## src/rtl/rs_encode_line_in_ctrl.sv

```systemverilog
// rs_encode_line_in_ctrl
// Input-side line controller for the Reed-Solomon encoder. It latches one
// input line at a time and presents it to the encoder core one byte per cycle,
// starting with byte 0 (the MSB end). It flags the last data byte of the
// codeword. It then waits for the line-out controller's done handshake before
// it accepts the next codeword.
module rs_encode_line_in_ctrl #(
  parameter int LINE_BYTES = 32,
  parameter int DATA_BYTES = 223,
  localparam int LINE_W    = 8 * LINE_BYTES
) (
  input  logic              clk,
  input  logic              rst,
  input  logic              src_encoder_line_val,
  output logic              encoder_src_line_rdy,
  input  logic [LINE_W-1:0] src_encoder_line_data,
  output logic              in_ctrl_encoder_byte_val,
  input  logic              encoder_in_ctrl_byte_rdy,
  output logic [7:0]        in_ctrl_encoder_byte,
  output logic              in_ctrl_encoder_byte_last,
  output logic              in_ctrl_out_ctrl_done,
  input  logic              out_ctrl_in_ctrl_done
);

  localparam int IDX_W = (LINE_BYTES > 1) ? $clog2(LINE_BYTES) : 1;
  localparam int CNT_W = $clog2(DATA_BYTES + 1);

  localparam logic [IDX_W-1:0] LAST_IDX = IDX_W'(LINE_BYTES - 1);
  localparam logic [CNT_W-1:0] LAST_CNT = CNT_W'(DATA_BYTES - 1);

  typedef enum logic [1:0] {
    S_READY,
    S_SEND_BYTES,
    S_LINE_IN_WAIT,
    S_DONE_WAIT
  } state_t;

  state_t            r_state;
  state_t            w_state_nxt;
  logic [LINE_W-1:0] r_line;
  logic [LINE_W-1:0] w_line_nxt;
  logic [IDX_W-1:0]  r_byte_idx;
  logic [IDX_W-1:0]  w_byte_idx_nxt;
  logic [CNT_W-1:0]  r_byte_cnt;
  logic [CNT_W-1:0]  w_byte_cnt_nxt;
  logic [LINE_W-1:0] w_line_shifted;

  // State and datapath registers. Reset abandons any partial codeword.
  always_ff @(posedge clk or negedge rst) begin
    if (!rst) begin
      r_state    <= S_READY;
      r_line     <= '0;
      r_byte_idx <= '0;
      r_byte_cnt <= '0;
    end else begin
      // NOTE: non-blocking assignments here let all registers update
      // together from the values sampled at the edge, which avoids
      // simulation ordering races.
      r_state    <= w_state_nxt;
      r_line     <= w_line_nxt;
      r_byte_idx <= w_byte_idx_nxt;
      r_byte_cnt <= w_byte_cnt_nxt;
    end
  end

  // Next-state logic and Moore outputs. The outputs are decoded from the
  // state and the byte counter only.
  always_comb begin
    // NOTE: every signal gets a default before the case so that no path
    // leaves it unassigned, which would infer a latch.
    w_state_nxt               = r_state;
    w_line_nxt                = r_line;
    w_byte_idx_nxt            = r_byte_idx;
    w_byte_cnt_nxt            = r_byte_cnt;
    encoder_src_line_rdy      = 1'b0;
    in_ctrl_encoder_byte_val  = 1'b0;
    in_ctrl_encoder_byte_last = 1'b0;
    in_ctrl_out_ctrl_done     = 1'b0;

    case (r_state)
      S_READY: begin
        encoder_src_line_rdy = 1'b1;
        if (src_encoder_line_val) begin
          w_line_nxt     = src_encoder_line_data;
          w_byte_idx_nxt = '0;
          w_byte_cnt_nxt = '0;
          w_state_nxt    = S_SEND_BYTES;
        end
      end

      S_SEND_BYTES: begin
        in_ctrl_encoder_byte_val  = 1'b1;
        in_ctrl_encoder_byte_last = (r_byte_cnt == LAST_CNT);
        if (encoder_in_ctrl_byte_rdy) begin
          if (r_byte_cnt == LAST_CNT) begin
            // The codeword is complete. Leftover bytes of this line are dropped.
            w_state_nxt = S_DONE_WAIT;
          end else if (r_byte_idx == LAST_IDX) begin
            w_byte_cnt_nxt = r_byte_cnt + CNT_W'(1);
            w_byte_idx_nxt = '0;
            w_state_nxt    = S_LINE_IN_WAIT;
          end else begin
            w_byte_cnt_nxt = r_byte_cnt + CNT_W'(1);
            w_byte_idx_nxt = r_byte_idx + IDX_W'(1);
          end
        end
      end

      S_LINE_IN_WAIT: begin
        encoder_src_line_rdy = 1'b1;
        if (src_encoder_line_val) begin
          w_line_nxt  = src_encoder_line_data;
          w_state_nxt = S_SEND_BYTES;
        end
      end

      S_DONE_WAIT: begin
        in_ctrl_out_ctrl_done = 1'b1;
        if (out_ctrl_in_ctrl_done) begin
          w_byte_cnt_nxt = '0;
          w_byte_idx_nxt = '0;
          w_state_nxt    = S_READY;
        end
      end

      default: begin
        w_state_nxt               = state_t'('x);
        w_line_nxt                = 'x;
        w_byte_idx_nxt            = 'x;
        w_byte_cnt_nxt            = 'x;
        encoder_src_line_rdy      = 1'bx;
        in_ctrl_encoder_byte_val  = 1'bx;
        in_ctrl_encoder_byte_last = 1'bx;
        in_ctrl_out_ctrl_done     = 1'bx;
      end
    endcase
  end

  // Byte select. Byte 0 sits at the MSB end, so shift the selected byte to the top.
  assign w_line_shifted       = r_line << {r_byte_idx, 3'b000};
  assign in_ctrl_encoder_byte = w_line_shifted[LINE_W-1 -: 8];

  // Line intake and byte delivery never overlap.
  a_val_rdy_excl : assert property (@(posedge clk) disable iff (!rst)
    !(in_ctrl_encoder_byte_val && encoder_src_line_rdy));

  // A stalled byte keeps its data and its last flag.
  a_byte_stable : assert property (@(posedge clk) disable iff (!rst)
    (in_ctrl_encoder_byte_val && !encoder_in_ctrl_byte_rdy) |=>
      ($stable(in_ctrl_encoder_byte) && $stable(in_ctrl_encoder_byte_last)));

endmodule

```

## config.mk

```make
export PLATFORM = sky130hd
export DESIGN_NAME = rs_encode_line_in_ctrl
export DESIGN_NICKNAME = d
export VERILOG_FILES = /design/src/rtl/rs_encode_line_in_ctrl.sv
export SDC_FILE = /design/constraint.sdc
export NUM_CORES = 1
export LEC_CHECK = 0
export ABC_AREA = 1
export CAP_MARGIN = 5
export CORE_ASPECT_RATIO = 0.6
export CORE_MARGIN = 10
export CORE_UTILIZATION = 55
export CTS_CLUSTER_DIAMETER = 80
export DETAILED_ROUTE_END_ITERATION = 7
export PLACE_DENSITY = 0.86
export SLEW_MARGIN = 20
export SYNTH_ARGS = -nofsm -noshare
export SYNTH_HDL_FRONTEND = slang
export SYNTH_SLANG_ARGS = --single-unit
```

## constraint.sdc

```tcl
create_clock -name clk -period 4.1 [get_ports clk]
set_input_delay 0.615 -clock clk [delete_from_list [all_inputs] [get_ports clk]]
set_output_delay 0.615 -clock clk [all_outputs]
set_load 0.02 [all_outputs]
```

==> metrics.md, run 1 <==
| Metric | Value |
|---|---|
| Antenna violations before repair | 9 |
| Fin util | 0.713 |
| Yosys warnings | 0 |
| Req. time, crit path | 3.48 ns |
| Synth Area in Compound Gates | 0.0206 |
| Avg Cell Area, Syn | 10.5 µm² |
| Clk buf depth | 3 |
| Most frequent cells in the layout | nand2_1 (401), clkdlybuf4s50_1 (271), dfrtp_1 (269), mux2_2 (235), nand3_1 (143) |
| IO Pins | 273 |
| Worst EP arrival | ~3.1 ns |
| Register area share after synthesis | 0.512 |
| Cts hold-fix bufs | 0 |
| Post-Syn Instances | approximately 1300 |
| Post-Synth XOR/XNOR Area | 0.000661 |
| CP max stage delay | 0.70 ns |
| Post-synthesis mux area share | 0.218 |
| Worst-Margin Slew | between 0.9 and 1 ns |
| Vias/cell | roughly 5.7 |
| Largest net degree at the start of global routing | approximately 120 |
| Area of the core | 0.0234 mm² |
| 1st-iter DRT viols | roughly 1200 |
| Pwr Total | around 12 mW |
| Number of port buffers | approximately 270 |
| Area occupied by registers | 0.00679 mm² |
| Critical path type | flip-flop to primary output |
| CP Cell Sequence | inv_4 -> buf_4 -> nand2_1 -> nand3_1 -> nand3_1 -> nand3_1 -> nand3_1 -> nand2_1 -> clkdlybuf4s50_1 |
| Syn_nets | about 1500 |
| Detail Route Antenna Nets | 0 |
| First-pass GRT wire length | 61600 µm |
| P_sw | 4.57 mW |
| Syn-to-layout area delta | 26.0% |
| Main combinational cell family by area after synthesis | multiplexers |
| Count of cell types in the netlist | 31 |
| Routability-driven placement congestion ratio | ~0.86 |
| Routed length per placed instance | 21.8 µm |
| Skew final | just under 0.02 ns |
| RSZ-0062 raised after global routing | false |
| Mapped Area | between 0.01 and 0.015 mm² |
| FF-to-FF path depth | 6 |
| #FFs+latches synth | 271 |
| Max_slew headroom | 0.392 |
| Nets | about 1800 |
| Max H-tree Level | 1 |
| Final wirelength | about 40000 µm |
| Min Tclk post-route | 3.71 ns |
| Post-synthesis simple-gate area fraction | 0.180 |
| # rows | 43 |
| Area occupied by multi-input gates | between 0.005 and 0.006 mm² |
| Post-DP HPWL | 29400 µm |
| Max_cap viols | 0 |
| Setup TNS | 0 ns |
| Synthesized-area fraction occupied by adder cells | 0.00756 |
| CTS tree | yes |
| Remaining DRCs | 0 |
| Num Clock Sinks | approximately 270 |
| Leak Pwr | 7.41 nW |
| GRT Util Overall | 0.254 |
| Vias in the first global route | ~11000 |
| Clk root buf | clkbuf_16 |
| Startpoint types | flip-flop |
| Post-CTS Resized | 0 |
| Die H | ~140 µm |
| Die Width | 220 µm |
| Final Hold Violating Endpoints | 0 |
| Sw frac | 0.367 |
| Crit. End Element | primary output |
| Fmax achieved | around 270 MHz |
| Hold Path Class | input port to asynchronous set/reset pin |
| Combinational share of power | 0.412 |
| Outcome | complete, no violations |
| Clock Power Share | 0.193 |
| Commonest non-fill, non-tap cell in the layout | nand2_1 |
| GRT overflow | 0 |
| Final setup viols | 0 |
| VDD IR max | 0.000488 V |
| Via count | roughly 10000 |
| Fillers | roughly 1700 |
| Internal power | a little under 8 mW |
| Initial Util | 0.566 |
| CTS Buf Count | 24 |
| Share of cells above drive strength 1 | 0.202 |
| Worst-path clk slew | 0.07 ns |
| CP dominant cell by count | nand3_1 |
| Die area | 0.0309 mm² |
| Clock Latency Late Sink | 0.54 ns |
| Crit-path max FO | 44 |
| Cell Pwr Density | 747 mW/mm² |
| Critical path's slowest cell | dfrtp_4 |
| TritonRoute pass-1 iters | 7 |
| Register share of total power | 0.394 |
| Fin. max-slew vios | 0 |
| Fin crit share | 0.904 |
| Setup bufs post-CTS | 0 |
-- cells by family (layout without fill, tap and decap cells) --
family / after synthesis / after routing
other: 0 / 6
xor gates and xnor gates: 1 / 1
muxes: 256 / 256
AOI/OAI and AO/OA: 53 / 53
and+or+nand+nor: 574 / 574
buffers and inverters: 99 / 350
DFF: 271 / 271
adders and majority gates: 8 / 8
-- critical path: cells and delay by family (launching register included) --
kind	cells	cell delay, ns
simple gates	6	0.76
buf+inv	3	1.09
flops	1	0.70
-- worst paths after layout --
| check | to | slack, ns | startpoint |
|---|---|---|---|
| max | in_ctrl_encoder_byte[4] | 0.39 | r_byte_idx[0]$_DFFE_PN0P_ |
| min | r_line[169]$_DFFE_PN0P_ | 0.15 | rst |
| max reg2reg | r_line[14]$_DFFE_PN0P_ | 1.54 | r_state[0]$_DFFE_PN0P_ |
| min reg2reg | r_line[242]$_DFFE_PN0P_ | 0.50 | r_line[242]$_DFFE_PN0P_ |
| max in group asynchronous | r_line[106]$_DFFE_PN0P_ | 2.89 | rst |
| min in group clk | r_line[242]$_DFFE_PN0P_ | 0.50 | r_line[242]$_DFFE_PN0P_ |
-- Yosys cell counts --
cell | instances | area, µm²
nand3_1 | 143 | 716
o21ai_1 | 2 | 10.0
nor2_4 | 1 | 11.3
nand2_4 | 1 | 11.3
o22ai_1 | 1 | 6.26
xor2_1 | 1 | 8.76
dfrtp_1 | 271 | 6780
a21oi_1 | 35 | 175
o21bai_1 | 1 | 7.51
nand2_1 | 401 | 1510
clkbuf_1 | 6 | 22.5
o21ai_0 | 13 | 65.1
buf_8 | 8 | 120
buf_12 | 16 | 320
nor2_1 | 15 | 56.3
buf_1 | 5 | 18.8
or2_4 | 1 | 8.76
mux2_1 | 21 | 236
ha_1 | 8 | 100
a31o_2 | 1 | 8.76
nor3_1 | 1 | 5.00
nand4_1 | 5 | 31.3
nand2_2 | 1 | 6.26
mux2_2 | 235 | 2650
buf_6 | 4 | 45.0
inv_1 | 16 | 60.1
nand3b_1 | 2 | 15.0
buf_4 | 4 | 30.0
or2_2 | 3 | 18.8
inv_2 | 3 | 11.3
buf_2 | 37 | 185
-- cell type report --
class                      count  share of cell area
tap                          315              0.0236
clock buffer                  33              0.0429
inverter                      19             0.00442
multi-input combinational    892               0.339
timing repair buffer         290               0.175
clock inverter                 8             0.00727
antenna                        6            0.000900
sequential                   271               0.407
-- state kept, by name, summed over array words and instances (netlist names) --
| register | cells |
|---|---|
| r_byte_idx | 5 |
| r_byte_cnt | 8 |
| r_state | 2 |
| r_line | 256 |
-- per-stage QoR --
step           area (µm²)  hold WS [ns]  worst slack (ns)  instances
3_5_place_dp        15800         0.481              1.01       1787
3_3_place_gp        15800         0.474              1.01       1787
5_1_grt             16700         0.226             0.272       1829
6_report            16700         0.153             0.392       1834
2_1_floorplan       13200         0.319              2.17       1262
4_1_cts             16700         0.195             0.423       1828
-- metal layers --
layer	GRT usage	vias to the layer above	wire (µm)
li1	-	4695	-
met1	0.357	5216	17400
met3	0.0714	56	3720
met5	0	-	50
met4	0.0485	8	711
met2	0.387	423	18100
-- power by group through the flow --
| stage | Combinational [mW] | Clock, mW | Sequential (mW) |
|---|---|---|---|
| floorplan | 4.01 | 0 | 4.52 |
| global placement | 4.95 | 0 | 4.86 |
| detailed placement | 5.09 | 0 | 4.91 |
| CTS | 5.14 | 2.44 | 4.88 |
| global route | 5.59 | 2.55 | 5.04 |
| finish | 5.14 | 2.41 | 4.92 |
No activity file was read; power rests on OpenSTA's default activity.
==> run 2, diff against run 1 <==
--- a/config.mk
+++ b/config.mk
@@ -6,13 +6,12 @@
 export NUM_CORES = 1
 export LEC_CHECK = 0
 export ABC_AREA = 1
-export CAP_MARGIN = 5
 export CORE_ASPECT_RATIO = 0.6
 export CORE_MARGIN = 10
-export CORE_UTILIZATION = 55
+export CORE_UTILIZATION = 30
 export CTS_CLUSTER_DIAMETER = 80
 export DETAILED_ROUTE_END_ITERATION = 7
-export PLACE_DENSITY = 0.86
+export PLACE_DENSITY = 0.53
 export SLEW_MARGIN = 20
 export SYNTH_ARGS = -nofsm -noshare
 export SYNTH_HDL_FRONTEND = slang
==> run 2 against run 1 <==
  * Combinational power rose by 3%
  * Clock power rose by 14%
  * Die area rose by 72%
  * Largest cell class unchanged
  * Register-to-register slack barely moved
==> metrics.md, run 2 (synthesis results as in run 1) <==
| Metric | Value |
|---|---|
| Worst-path clk slew | approximately 0.07 ns |
| Num Clock Sinks | 271 |
| Setup TNS | 0 ns |
| Final wirelength | 43700 µm |
| Critical path type | flip-flop to primary output |
| Req. time, crit path | about 3.5 ns |
| Area of the core | between 0.04 and 0.05 mm² |
| Clk buf depth | 3 |
| Die area | about 0.053 mm² |
| IO Pins | 273 |
| Syn-to-layout area delta | 29.9% |
| Register share of total power | 0.375 |
| Hold Path Class | input port to asynchronous set/reset pin |
| Flip-flop count of the largest register after layout | 256 |
| Most frequent cells in the layout | nand2_1 (401), clkdlybuf4s50_1 (271), dfrtp_1 (269), mux2_2 (235), nand3_1 (143) |
| Die Width | 291 µm |
| Max_cap viols | 0 |
| P_sw | ~4.7 mW |
| Final std cells w/o fill | 2108 |
| Crit-path max FO | between 40 and 50 |
| Cell Pwr Density | 748 mW/mm² |
| Crit. End Element | primary output |
| Setup bufs post-CTS | 0 |
| Fmax achieved | 256 MHz |
| Largest net degree at the start of global routing | 98 |
| Via count | about 9900 |
| Antenna violations before repair | 6 |
| Max_slew headroom | 0.459 |
| Critical path's slowest cell | dfrtp_4 |
| Max H-tree Level | 1 |
| Vias in the first global route | 10534 |
| Clock Latency Late Sink | 0.56 ns |
| Startpoint types | flip-flop |
| Internal power | 8.17 mW |
| Clk root buf | clkbuf_16 |
| # rows | 59 |
| Final setup viols | 0 |
| Fin. max-slew vios | 0 |
| Final Hold Violating Endpoints | 0 |
| RSZ-0062 raised after global routing | false |
| Clock Power Share | 0.213 |
| Skew final | 0.0233 ns |
| Nets | 1777 |
| Remaining DRCs | 0 |
| Min Tclk post-route | 3.90 ns |
| Combinational share of power | 0.412 |
| Post-DP HPWL | about 32000 µm |
| First-pass GRT wire length | 66300 µm |
| Worst EP arrival | 3.29 ns |
| CTS tree | yes |
| TritonRoute pass-1 iters | 5 |
| CP Cell Sequence | inv_6 -> buf_12 -> nand2_1 -> nand3_1 -> nand3_1 -> nand3_1 -> nand3_1 -> nand2_1 -> clkdlybuf4s50_1 |
| VDD IR max | 0.000313 V |
| GRT overflow | 0 |
| Leak Pwr | approximately 7.5 nW |
| Sw frac | 0.365 |
| 1st-iter DRT viols | 635 |
| Outcome | complete, no violations |
| Commonest non-fill, non-tap cell in the layout | nand2_1 |
| Share of cells above drive strength 1 | 0.207 |
| CP max stage delay | between 0.6 and 0.7 ns |
| Number of port buffers | 272 |
| CTS Buf Count | 28 |
| Routed length per placed instance | 20.7 µm |
| Worst-Margin Slew | 0.811 ns |
| Dpl cells | around 2100 |
| Die H | 183 µm |
| Regs by FF count | r_line x256, r_byte_cnt x8, r_byte_idx x5 |
| Detail Route Antenna Nets | 0 |
| CP dominant cell by count | nand3_1 |
| Routability-driven placement congestion ratio | approximately 0.82 |
| Initial Util | 0.305 |
| Vias/cell | 4.68 |
| Fin crit share | 0.952 |
| Biggest register | r_line |
| GRT Util Overall | 0.159 |
| Cts hold-fix bufs | 0 |
-- run 2: cell types whose count changed in the layout (fill, tap and decap cells not counted) --
cell and delta:
bufinv_16 +1, inv_6 +1, diode_2 -5, inv_4 -1, clkbuf_16 +4, clkbuf_1 +4
buf_4 +5, buf_6 +1
-- run 2: cell type report --
class / instances / area, µm²
timing repair buffer: 296 / 2970
inverter: 19 / 76.3
multi-input combinational: 892 / 5660
sequential: 271 / 6790
antenna: 1 / 2.50
clock buffer: 41 / 831
clock inverter: 9 / 151
fill: 4233 / 26300
tap: 579 / 724
-- run 2: worst max-delay path, delay by kind of cell (launching register included) --
kind	cells	cell delay, ns
and+or+nand+nor	6	0.76
DFF	1	0.64
buffers and inverters	3	1.24
-- run 2: metal layers --
layer / vias to the layer above / wire [µm] / GRT usage
met2: 224 / 19600 / 0.249
met5: - / 53 / 0
li1: 4713 / - / -
met1: 4866 / 21100 / 0.224
met4: 10 / 639 / 0.0253
met3: 53 / 2280 / 0.0384
-- run 2: path summary, 6_finish.rpt --
check | end | startpoint | cells past startpoint | slack, ns
setup / recovery | in_ctrl_encoder_byte[7] | r_byte_idx[0]$_DFFE_PN0P_ | 9 | 0.20
hold / removal | r_line[179]$_DFFE_PN0P_ | rst | 1 | 0.12
setup reg to reg | r_state[0]$_DFFE_PN0P_ | r_byte_idx[0]$_DFFE_PN0P_ | 10 | 1.53
hold reg to reg | r_line[228]$_DFFE_PN0P_ | r_line[228]$_DFFE_PN0P_ | 1 | 0.49
max in group asynchronous | r_line[181]$_DFFE_PN0P_ | rst | 2 | 3.04
min in group clk | r_line[228]$_DFFE_PN0P_ | r_line[228]$_DFFE_PN0P_ | 1 | 0.49
-- run 2: repair_timing --
item	in CTS	in global routing
endpoints found under the setup margin	0	1
hold endpoints to repair	0	0
resized for setup	0	1
-- run 2: power by group through the flow --
stage,clock network (mW),registers (mW),logic (mW)
floorplan,0,4.52,4.01
global placement,0,4.85,5.31
detailed placement,0,4.86,5.38
CTS,2.83,4.83,5.40
global route,2.95,4.98,5.86
finish,2.74,4.83,5.31
-- run 2: per-stage QoR --
step                 util  setup slack (ns)  power [mW]  hold slack [ns]  instance area [µm²]
finish              0.396             0.198        12.9            0.121                17200
global route        0.396            0.0118        13.8            0.163                17200
CTS                 0.396            0.0973        13.0            0.129                17200
detailed placement  0.373             0.726        10.2            0.481                16200
global placement    0.373             0.741        10.2            0.477                16200
floorplan               -              2.17        8.53            0.319                13200
==> run 3, diff against run 2 <==
--- a/config.mk
+++ b/config.mk
@@ -6,7 +6,7 @@
 export NUM_CORES = 1
 export LEC_CHECK = 0
 export ABC_AREA = 1
-export CORE_ASPECT_RATIO = 0.6
+export CORE_ASPECT_RATIO = 1.5
 export CORE_MARGIN = 10
 export CORE_UTILIZATION = 30
 export CTS_CLUSTER_DIAMETER = 80
==> run 3 against run 2 <==
  * Routed wire length grew 6.0%
  * Clock skew shrank 0.0027 ns
  * Sequential cell count is the same
  * Sequential power grew 1%
  * Utilization shrank 0.18 points
  * Non-clock buffer count shrank 6
  * Sequential share of layout area shrank 0.066 points
  * Register-to-register slack gained 0.15 ns
  * Worst hold slack lost 0.11 ns
  * Largest power group unchanged
  * Combinational power shrank 3%
==> metrics.md, run 3 (synthesis results as in run 1) <==
| Metric | Value |
|---|---|
| CTS tree | yes |
| Initial Util | 0.303 |
| Clock Latency Late Sink | 0.58 ns |
| RR Startpoint | r_state[0]$_DFFE_PN0P_ |
| Max H-tree Level | 1 |
| IO Pins | 273 |
| Vias/cell | 4.76 |
| Nets | 1773 |
| Design Area, Final | 0.0172 mm² |
| Biggest register | r_line |
| Die Width | ~190 µm |
| Req. time, crit path | 3.48 ns |
| Critical path type | flip-flop to primary output |
| Post-DP HPWL | 35000 µm |
| Number of port buffers | 272 |
| Antenna violations before repair | 7 |
| CTS Buf Count | 30 |
| Dpl cells | 2048 |
| Routed length per placed instance | roughly 22 µm |
| Fin util | 0.394 |
| Clk buf depth | 3 |
| Final Hold Violating Endpoints | 0 |
| Skew final | 0.0206 ns |
| Final std cells w/o fill | between 2000 and 2500 |
| Detail Route Antenna Nets | 0 |
| Leak Pwr | 7.51 nW |
| Fmax achieved | ~260 MHz |
| Crit-path max FO | 32 |
| Final setup viols | 0 |
| Hold Path Class | input port to asynchronous set/reset pin |
| Share of cells above drive strength 1 | 0.210 |
| Remaining DRCs | 0 |
| Worst R2R Setup Slack | around 1.7 ns |
| Max_slew headroom | 0.499 |
| Setup bufs post-CTS | 0 |
| Worst EP arrival | 3.19 ns |
| 1st-iter DRT viols | approximately 530 |
| Outcome | complete, no violations |
| Die area | ~0.053 mm² |
| FF-to-FF path depth | 6 |
| TritonRoute pass-1 iters | 5 |
| Pwr Total | 12.8 mW |
| Setup TNS | 0 ns |
| GRT overflow | 0 |
| Largest net degree at the start of global routing | 132 |
| Fin. max-slew vios | 0 |
| Worst-path clk slew | 0.06 ns |
| Syn-to-layout area delta | 30.1% |
| Regs by FF count | r_line x256, r_byte_cnt x8, r_byte_idx x5 |
| VDD IR max | a little over 0.0004 V |
| PnR worst setup slack | 0.294 ns |
| Post-CTS Resized | 0 |
| Reg2reg end | r_line[78]$_DFFE_PN0P_ |
| Crit. End Element | primary output |
| Area of the core | 0.0438 mm² |
| Most frequent cells in the layout | nand2_1 (401), clkdlybuf4s50_1 (270), dfrtp_1 (269), mux2_2 (235), nand3_1 (143) |
| Via count | around 10000 |
| Worst-Margin Slew | 0.751 ns |
| Commonest non-fill, non-tap cell in the layout | nand2_1 |
| Flip-flop count of the largest register after layout | 256 |
| DP Worst Slack | approximately 0.90 ns |
| Die H | 277 µm |
| Startpoint types | flip-flop |
| WHS | 0.0143 ns |
| Routability-driven placement congestion ratio | 0.821 |
| Final wirelength | 46300 µm |
| Placed Area | 0.0162 mm² |
| Cell Pwr Density | about 740 mW/mm² |
| GRT Util Overall | 0.170 |
| Num Clock Sinks | 271 |
| Min Tclk post-route | 3.81 ns |
| Clk root buf | clkbuf_16 |
| First-pass GRT wire length | 68000 µm |
| RSZ-0062 raised after global routing | false |
| # rows | 94 |
| Max_cap viols | 0 |
| Fin crit share | 0.928 |
| Vias in the first global route | 10660 |
| Cts hold-fix bufs | 0 |
[run 3: cell count changes in the layout (fill, tap and decap cells not counted), sizes merged]
cell	change
clkinvlp	+3
clkbuf	+2
buf	-5
clkinv	+2
diode	+5
clkdlybuf4s50	-1
bufinv	-2
[run 3: final cells by class]
type                            instances  area [µm²]
Antenna cell                            6        15.0
Sequential cell                       271        6790
Clock buffer                           43         911
Clock inverter                         12         120
Timing Repair Buffer                  290        2950
Tap cell                              576         721
Fill cell                            4359       26500
Inverter                               19        73.8
Multi-Input combinational cell        892        5660
[run 3: where the power goes]
part / internal, mW / total (mW) / switching, mW / leakage [nW]
clock network: 1.66 / 2.81 / 1.15 / 0.503
logic: 2.48 / 5.13 / 2.64 / 3.80
registers: 4.03 / 4.89 / 0.860 / 3.21
[run 3: how the worst max path moves through the flow]
stage                               from                       to  slack [ns]
2_1_floorplan  r_byte_idx[0]$_DFFE_PN0P_  in_ctrl_encoder_byte[0]        2.17
3_3_place_gp   r_byte_idx[2]$_DFFE_PN0P_  in_ctrl_encoder_byte[5]        0.88
3_5_place_dp   r_byte_idx[2]$_DFFE_PN0P_  in_ctrl_encoder_byte[5]        0.90
5_1_grt        r_byte_idx[2]$_DFFE_PN0P_  in_ctrl_encoder_byte[1]        0.18
4_1_cts        r_byte_idx[2]$_DFFE_PN0P_  in_ctrl_encoder_byte[5]        0.29
6_report       r_byte_idx[2]$_DFFE_PN0P_  in_ctrl_encoder_byte[5]        0.29
[run 3: worst max-delay path, cell delays in order (launching register included)]
cell             delay (ns)
dfrtp_1                0.43
inv_2                  0.20
nor2_4                 0.60
a21oi_1                0.28
nand3_1                0.19
nand3_1                0.14
nand2_1                0.11
clkdlybuf4s50_1        0.67
[run 3: per-layer routing]
| layer | GRT usage | part of all wire | vias to the layer above |
|---|---|---|---|
| met5 | 0 | 0.00026 | - |
| met4 | 0.0819 | 0.039 | 2 |
| met3 | 0.0314 | 0.052 | 61 |
| met2 | 0.306 | 0.53 | 287 |
| met1 | 0.186 | 0.38 | 4952 |
| li1 | - | - | 4728 |
